`src/rtl/foo_pkg.sv`:
```
`default_nettype none
// ============================================================================
// Module   : foo_pkg
// Purpose  : Shared FSM encoding and wrap-around priority search for foo_rr_arbiter.
// Revision : 1.0
// ============================================================================
package foo_pkg;

  localparam int RR_MAX_N = 32;
  localparam int RR_IDX_W = 5;

  typedef enum logic [1:0] {
    IDLE    = 2'd0,
    GRANT   = 2'd1,
    RELEASE = 2'd2
  } arb_state_t;

  typedef struct packed {
    logic                found;
    logic [RR_IDX_W-1:0] idx;
  } rr_pick_t;

  // First set bit of req at or above ptr, wrapping at n rather than at a power of 2.
  function automatic rr_pick_t rr_pick(input logic [RR_MAX_N-1:0] req,
                                       input logic [RR_IDX_W-1:0] ptr,
                                       input int                  n);
    rr_pick_t res;
    int       k;
    res = '0;
    for (int i = 0; i < RR_MAX_N; i++) begin
      k = int'(ptr) + i;
      if (k >= n) k = k - n;
      if ((i < n) && !res.found && req[k[RR_IDX_W-1:0]]) begin
        res.found = 1'b1;
        res.idx   = k[RR_IDX_W-1:0];
      end
    end
    return res;
  endfunction

endpackage
`default_nettype wire

```
`src/rtl/foo_rr_pick.sv`:
```
`default_nettype none
// ============================================================================
// Module   : foo_rr_pick
// Purpose  : Combinational wrap-around priority search of req starting at ptr.
// Revision : 1.0
// ============================================================================
module foo_rr_pick
  import foo_pkg::*;
#(
  parameter  int N     = 5,
  localparam int IDX_W = $clog2(N)
) (
  input  logic [N-1:0]     req_i,
  input  logic [IDX_W-1:0] ptr_i,
  output logic             found_o,
  output logic [IDX_W-1:0] idx_o
);

  rr_pick_t w_pick;
  logic     w_unused_idx;

  assign w_pick       = rr_pick(RR_MAX_N'(req_i), RR_IDX_W'(ptr_i), N);
  assign found_o      = w_pick.found;
  assign idx_o        = w_pick.idx[IDX_W-1:0];
  assign w_unused_idx = ^w_pick.idx;

endmodule
`default_nettype wire

```
`src/rtl/foo_rr_arbiter.sv`:
```
`default_nettype none
// ============================================================================
// Module   : foo_rr_arbiter
// Purpose  : Round-robin arbiter with bounded hold time sharing one foo_intf sink.
// Revision : 1.0
// ============================================================================
module foo_rr_arbiter
  import foo_pkg::*;
#(
  parameter  int N        = 5,
  parameter  int HOLD_MAX = 4,
  localparam int IDX_W    = $clog2(N)
) (
  input  logic             clk,
  input  logic             rst,
  input  logic [N-1:0]     req,
  input  logic [N-1:0]     done,
  input  logic [N-1:0]     a_in,
  output logic [N-1:0]     gnt,
  output logic             gnt_valid,
  output logic [IDX_W-1:0] gnt_idx,
  output logic             a_out,
  output logic             timeout
);

  localparam int CNT_W = $clog2(HOLD_MAX + 1);

  arb_state_t       state_q, state_d;
  logic [IDX_W-1:0] ptr_q, ptr_d;
  logic [CNT_W-1:0] hold_q, hold_d;
  logic [N-1:0]     gnt_q, gnt_d;
  logic             valid_q, valid_d;
  logic [IDX_W-1:0] idx_q, idx_d;
  logic             timeout_q, timeout_d;

  logic             w_found;
  logic [IDX_W-1:0] w_pick_idx;
  logic             w_drop;
  logic             w_expire;

  foo_rr_pick #(.N(N)) u_pick (
    .req_i   (req),
    .ptr_i   (ptr_q),
    .found_o (w_found),
    .idx_o   (w_pick_idx)
  );

  assign w_drop   = !req[idx_q] || done[idx_q];
  assign w_expire = (hold_q == CNT_W'(HOLD_MAX));

  always_comb begin
    state_d   = state_q;
    ptr_d     = ptr_q;
    hold_d    = hold_q;
    gnt_d     = gnt_q;
    valid_d   = valid_q;
    idx_d     = idx_q;
    timeout_d = 1'b0;
    case (state_q)
      // The dead cycle also arbitrates, so back-to-back grants are one cycle apart.
      IDLE, RELEASE: begin
        state_d = IDLE;
        gnt_d   = '0;
        valid_d = 1'b0;
        idx_d   = '0;
        if (w_found) begin
          state_d = GRANT;
          gnt_d   = N'(1) << w_pick_idx;
          valid_d = 1'b1;
          idx_d   = w_pick_idx;
          hold_d  = CNT_W'(1);
        end
      end
      GRANT: begin
        if (w_drop || w_expire) begin
          state_d   = RELEASE;
          gnt_d     = '0;
          valid_d   = 1'b0;
          idx_d     = '0;
          hold_d    = '0;
          ptr_d     = (idx_q == IDX_W'(N - 1)) ? '0 : idx_q + 1'b1;
          timeout_d = !w_drop;
        end else begin
          hold_d = hold_q + 1'b1;
        end
      end
      default: state_d = IDLE;
    endcase
  end

  always_ff @(posedge clk) begin
    if (rst) begin
      state_q   <= IDLE;
      ptr_q     <= '0;
      hold_q    <= '0;
      gnt_q     <= '0;
      valid_q   <= 1'b0;
      idx_q     <= '0;
      timeout_q <= 1'b0;
    end else begin
      state_q   <= state_d;
      ptr_q     <= ptr_d;
      hold_q    <= hold_d;
      gnt_q     <= gnt_d;
      valid_q   <= valid_d;
      idx_q     <= idx_d;
      timeout_q <= timeout_d;
    end
  end

  assign gnt       = gnt_q;
  assign gnt_valid = valid_q;
  assign gnt_idx   = idx_q;
  assign timeout   = timeout_q;
  assign a_out     = valid_q & a_in[idx_q];

`ifndef SYNTHESIS
  a_gnt_onehot : assert property (@(posedge clk) disable iff (rst) $onehot0(gnt_q));
  a_valid_any  : assert property (@(posedge clk) disable iff (rst) valid_q == |gnt_q);
  a_idx_match  : assert property (@(posedge clk) disable iff (rst) gnt_q[idx_q] == valid_q);
`endif

endmodule
`default_nettype wire

```
`config.mk`:
```
export PLATFORM = sky130hd
export DESIGN_NAME = foo_rr_arbiter
export DESIGN_NICKNAME = d
export VERILOG_FILES = /design/src/rtl/foo_pkg.sv /design/src/rtl/foo_rr_pick.sv /design/src/rtl/foo_rr_arbiter.sv
export SDC_FILE = /design/constraint.sdc
export NUM_CORES = 1
export LEC_CHECK = 0
export BUFFER_PORTS_ARGS = -buffer_cell sky130_fd_sc_hd__buf_2
export CAP_MARGIN = 20
export CORE_UTILIZATION = 25
export CTS_BUF_LIST = sky130_fd_sc_hd__clkbuf_8 sky130_fd_sc_hd__clkbuf_16
export DETAILED_ROUTE_END_ITERATION = 8
export PLACE_DENSITY = 0.46
export SLEW_MARGIN = 10
export SYNTH_ARGS = -nofsm -noshare
export SYNTH_HDL_FRONTEND = slang
export SYNTH_HIERARCHICAL = 1
export SYNTH_SLANG_ARGS = --single-unit
```
`constraint.sdc`:
```
create_clock -name clk -period 5.7 [get_ports clk]
set_input_delay 0.57 -clock clk [delete_from_list [all_inputs] [get_ports clk]]
set_output_delay 0.57 -clock clk [all_outputs]
set_load 0.01 [all_outputs]
```
Yosys cells after proc, flatten, opt, wreduce, memory -nomap -nowiden:

Cells that the tools add are included.

* output and inout bits: 11
* input bits: 17
* register bits: 18

* equality and inequality tests: 6
* $lt $le $gt $ge: 11
* add/subtract/negate cells: 11
* shifts and indexed selects: 1
* reductions and logical operators: 19
* bitwise logic cells: 3
* muxes and demuxes: 42

Operators by type and width (number)
* 32-bit by 4-bit >= comparator with 1-bit output, second input constant: 4
* 5-bit two-way mux: 7
* 5-bit by 6-bit < comparator with 1-bit output, second input constant: 5
* 6-bit two-way mux: 5
* 1-bit binary-select mux with 5-bit select: 5
* 5-bit by 4-bit subtractor with 5-bit output, second input constant: 4
* 3-bit two-way mux: 5
* 3-bit case mux with 2 select lines: 2
* 1-bit two-way mux: 11
* 5-bit case mux with 2 select lines: 1
* 1-bit binary-select mux with 3-bit select: 3
* 3-bit by 2-bit adder with 4-bit output, second input constant: 2
* 3-bit by 1-bit adder with 3-bit output, second input constant: 2
* 3-bit equality test, second input constant: 2
* 1-bit logical NOT: 6
* 2-bit AND reduction: 3
* 1-bit by 3-bit left shift with 5-bit output, first input constant: 1
* 3-bit by 1-bit adder with 4-bit output, second input constant: 1
* 3-bit by 3-bit adder with 4-bit output, second input constant: 1
* 1-bit logical AND: 4
* 3-bit by 4-bit < comparator with 1-bit output, second input constant: 1
* 2-bit case mux with 2 select lines: 1
* 3-bit by 3-bit subtractor with 4-bit output, second input constant: 1
* 3-bit >= comparator, second input constant: 1
* 13 further kinds: 15

Longest topological paths before layout:

* depth after elaboration: 20
* gate-level depth with buffers: 18
* depth with buffers taken out: 16

Hierarchy:

The synthesis kept the hierarchy.

Modules (own cells, without submodules)
* foo_rr_pick: seq. area each 0.0 µm², instances 1, cells an instance 169, area each 1227.4 µm²
* foo_rr_arbiter: seq. area each 360.3 µm², instances 1, cells an instance 114, area each 1008.5 µm²

Worst setup path before layout:

Ideal clock, no wire load.

* path kind: register to register
* start point: reg ptr_q[1]
* end point: reg gnt_q[2] (netlist: gnt[2])
* stages on the path, launching flop included: 18
* required time: 5.623 ns
* setup time: 0.077 ns
* path buffers: 2
* clock period less this slack: 4.085 ns
* arrival: 4.008 ns
* path slack: 1.615 ns
* cell sequence: dfxtp_1 -> buf_2 -> inv_1 -> ha_1 -> clkbuf_1 -> nand2b_1 -> nand2_1 -> ha_1 -> nor4bb_1 -> a311o_1 -> nand4_1 -> nand3b_1 -> nor2_1 -> o21ai_0 -> o2bb2ai_1 -> or3b_2 -> or4b_2 -> o21ai_0

* longest elaborated chain between the ends: 20
* elaborated cells between the ends (all ways): 45
* classes of those cells: 9 x add/sub; 5 x order compare; 1 x shift; 22 x mux; 8 x reduce/logical

Ends and longest elaborated chain
* from (decl): line foo_rr_arbiter.sv:29 `logic [IDX_W-1:0] ptr_q, ptr_d;`
* from (signal assigned): line foo_rr_arbiter.sv:102 `ptr_q <= ptr_d;`
* branches (longest 16 deep; another with 32-bit by 4-bit >= comparator with 1-bit output)
* 6-bit two-way mux (*): line foo_pkg.sv:33 `if ((i < n) && !res.found && req[k[RR_IDX_W-1:0]]) begin`
* net w_pick_idx[2]: line foo_rr_arbiter.sv:37 `logic [IDX_W-1:0] w_pick_idx;`
* 1-bit by 3-bit left shift with 5-bit output (*): line foo_rr_arbiter.sv:68 `gnt_d = N'(1) << w_pick_idx;`
* 5-bit two-way mux (*): line foo_rr_arbiter.sv:66 `if (w_found) begin`
* 5-bit case mux with 2 select lines (*): line foo_rr_arbiter.sv:59 `case (state_q)`
* to (signal assigned): line foo_rr_arbiter.sv:104 `gnt_q <= gnt_d;`
* to (decl): line foo_rr_arbiter.sv:31 `logic [N-1:0] gnt_q, gnt_d;`

Mark *: on every way through the listed nets, which the timed path passes. The select of a mux whose other input is x is not followed.
A chain may end at the register's enable or synchronous reset.

Worst setup path after layout:

* start point: reg ptr_q[0]
* end point: reg gnt_q[2] (netlist: gnt[2])

Same word-level chain as after synthesis.

==> run metrics <==
status=complete, no violations; top cells by area, synth=dfxtp_1 (16%), ha_1 (9.5%), a21oi_1 (4.7%), nand2b_1 (4.5%), nand2_1 (3.5%); vias per inst=between 5 and 6; first-pass GRT wire length=~11 mm; power per cell area=approximately 430 nW/um^2; Worst setup SP type=flip-flop; GRT met1 Usage=20.3%; core area=a little under 9000 um^2; die width=96.6 um; Slew HR=a little under half; hold depth=2; Achievable Freq=~0.22 GHz; overall die height=a little under 100 um; Area after DPL=2440 um^2; CP Max Fanout=35; synthesized area per cell=7.90 um^2; hold_buf cts=0; YS warnings=6; LEAKAGE=approximately 0.98 nW; worst skew pair latency=about 260 ps; total track usage=14.7%; GPL Wtd Cong=0.801; CP Launch Point=ptr_q[0]$_SDFFE_PP0P_; post-route ant nets=0; count of final max-slew check failures=0; pin count of the biggest net entering global routing=36; fin crit share=around four fifths; reg2reg setup slack=1170 ps; grt ovf=0; full die area=just over 9000 um^2; Mapped Area=around 2200 um^2; row cnt=34; # H-tree levels=1; kind of critical path=reg2reg; Sequential Area=360 um^2; Setup crit end kind=flip-flop; via count=2261; CTS buffer count=3; antenna violations before repair=0; TritonCTS clock tree=done; CP Data Arrival Time=approximately 4700 ps; First-pass DRT Iterations=4; setup bufs post-CTS=0; Starting Density=between 20 and 30%; Setup Viol. Count Final=0; Post-layout nets=approximately 340; drt wl/cell=16.2 um; Max VDD drop=approximately 180 uV; post-route cell area=2500 um^2; clock skew=7.82 ps; DRT iter0 DRCs=about 150; worst-margin pin slew=812 ps; Seq cells post-synth=18; # resized after CTS=0; via count of the first global-routing pass=2177; # IOs=28; dominant synthesized flop cell=dfxtp_1; worst path required time=approximately 6000 ps; Residual DRC=0; CTS sink count=18; Synth Instances=283; M3 GR Usage=2.11%; top cell type's share of synthesized area=between 15 and 20%; Reg2Reg Depth=16; unrepaired setup endpoints after global routing=false; GRT busiest layer=met2; post-synth top area cell=dfxtp_1; Syn Nets=about 320; clk root buf=clkbuf_8; share of cells above drive strength 1=between 15 and 20%; WHS Endpoint=gnt[3]$_SDFFE_PP0P_; Final min period=4530 ps; antenna cell count=0; synth unique cells=74; Area Growth Syn to Fin=11.7%; GR Layer Usage met2=about a quarter; setup_tns=0 ps; HP Class=reg2reg; clock transition at the registers of the reported paths=about 70 ps; ys async rst share=0%; Max Cap Viol=0; EDFF count, synth=0; Seq/Total Area, Yosys=between 15 and 20%; HP Start=gnt[3]$_SDFFE_PP0P_; FF-to-FF Start=ptr_q[0]$_SDFFE_PP0P_; Multi-input gate area=roughly 1700 um^2; Hold Vio Cnt, Final=0; worst reg2reg path endpoint=gnt[2]$_SDFFE_PP0P_; IO buf count=27; drt total wl=between 6 and 7 mm; Clock Path Buffers=2; fill cell count=between 900 and 1000; detailed placement HPWL=around 4.9 mm
==> per-stage QoR <==
stage	std cells	hold slack (ps)	util [%]	worst slack (ps)	total power [mW]
after floorplan	283	474	-	1620	0.791
after global placement	405	466	28.1	1330	0.969
after detailed placement	405	467	28.1	1250	0.966
after CTS	409	479	28.8	1210	1.08
after global routing	409	511	28.8	778	1.19
final	409	477	28.8	1170	1.08
==> kinds of logic (layout without fill, tap and decap cells) <==
logic type | count (synthesis) | in the layout | synth area share (%)
simple gates | 120 | 120 | 31.3
buf+inv | 29 | 47 | 6.04
fa+ha+maj | 18 | 18 | 10.4
xor+xnor | 4 | 4 | 1.57
mux | 12 | 12 | 8.23
compound gates | 82 | 82 | 26.4
flops | 18 | 18 | 16.1
==> cell usage after synthesis (all sizes together), types with 6 or more instances <==
library cell / number
a21oi: 21
nor2: 16
nand2: 22
mux2i: 6
ha: 17
buf: 7
nand3: 9
o21ai: 12
clkbuf: 9
nor2b: 10
nand2b: 16
inv: 13
nand3b: 6
nand4: 6
dfxtp: 18
==> power by group <==
part,switching [mW],internal (mW)
clock network,0.0443,0.0614
logic,0.465,0.309
registers,0.0413,0.162
total,0.551,0.533
==> critical path, cell delays in order (launching register included) <==
cell and delay, ps:
dfxtp_1 310, buf_4 340, inv_1 290, ha_1 600, nand2b_1 200, nand2_1 60, ha_1 280, nor4bb_1 140
a311o_1 370, nand4_1 120, nand3b_1 120, nor2_1 120, o21ai_0 90, o2bb2ai_1 140, or3b_2 520, or4b_2 630
o21ai_0 80
==> layout make-up <==
cell class	instances	share of cell area [%]
multi-input combinational	236	69.7
sequential	18	14.4
timing repair buffer	30	6.31
tap	108	5.41
clock buffer	4	2.20
inverter	13	1.95
==> layout by cell type (no fill, tap or decap), drive strengths merged, types with 3 or more instances in the layout <==
cell    instances
a211oi          4
a21oi          21
a31o            3
a31oi           5
and2            5
buf            30
clkbuf          4
dfxtp          18
ha             17
inv            13
mux2i           6
mux4            4
nand2          22
nand2b         16
nand3           9
nand3b          6
nand4           6
nand4b          3
nor2           16
nor2b          10
nor3            5
nor3b           3
nor4b           3
o21ai          12
o221ai          4
o31ai           4
==> routing by layer <==
metal | wire length, um | share of wire [%]
met1 | 3250 | 49
met2 | 3060 | 46
met3 | 237 | 3.6
met4 | 87 | 1.3
met5 | 0 | 0
==> sequential cells by signal (all words and copies together), names as in the netlist <==
name       count
timeout        1
state_q        2
gnt_valid      1
hold_q         3
gnt_idx        3
ptr_q          3
gnt            5
==> worst max-delay path by stage <==
| stage | end | slack [ps] | depth (start not counted) |
|---|---|---|---|
| after global placement | gnt[2]$_SDFFE_PP0P_ | 1330 | 16 |
| after CTS | gnt[2]$_SDFFE_PP0P_ | 1210 | 16 |
| after floorplan | gnt[2]$_SDFFE_PP0P_ | 1620 | 17 |
| after global routing | gnt[1]$_SDFFE_PP0P_ | 780 | 15 |
| final | gnt[2]$_SDFFE_PP0P_ | 1170 | 16 |
| after detailed placement | gnt[2]$_SDFFE_PP0P_ | 1250 | 16 |
(Power assumes the default switching activity.)
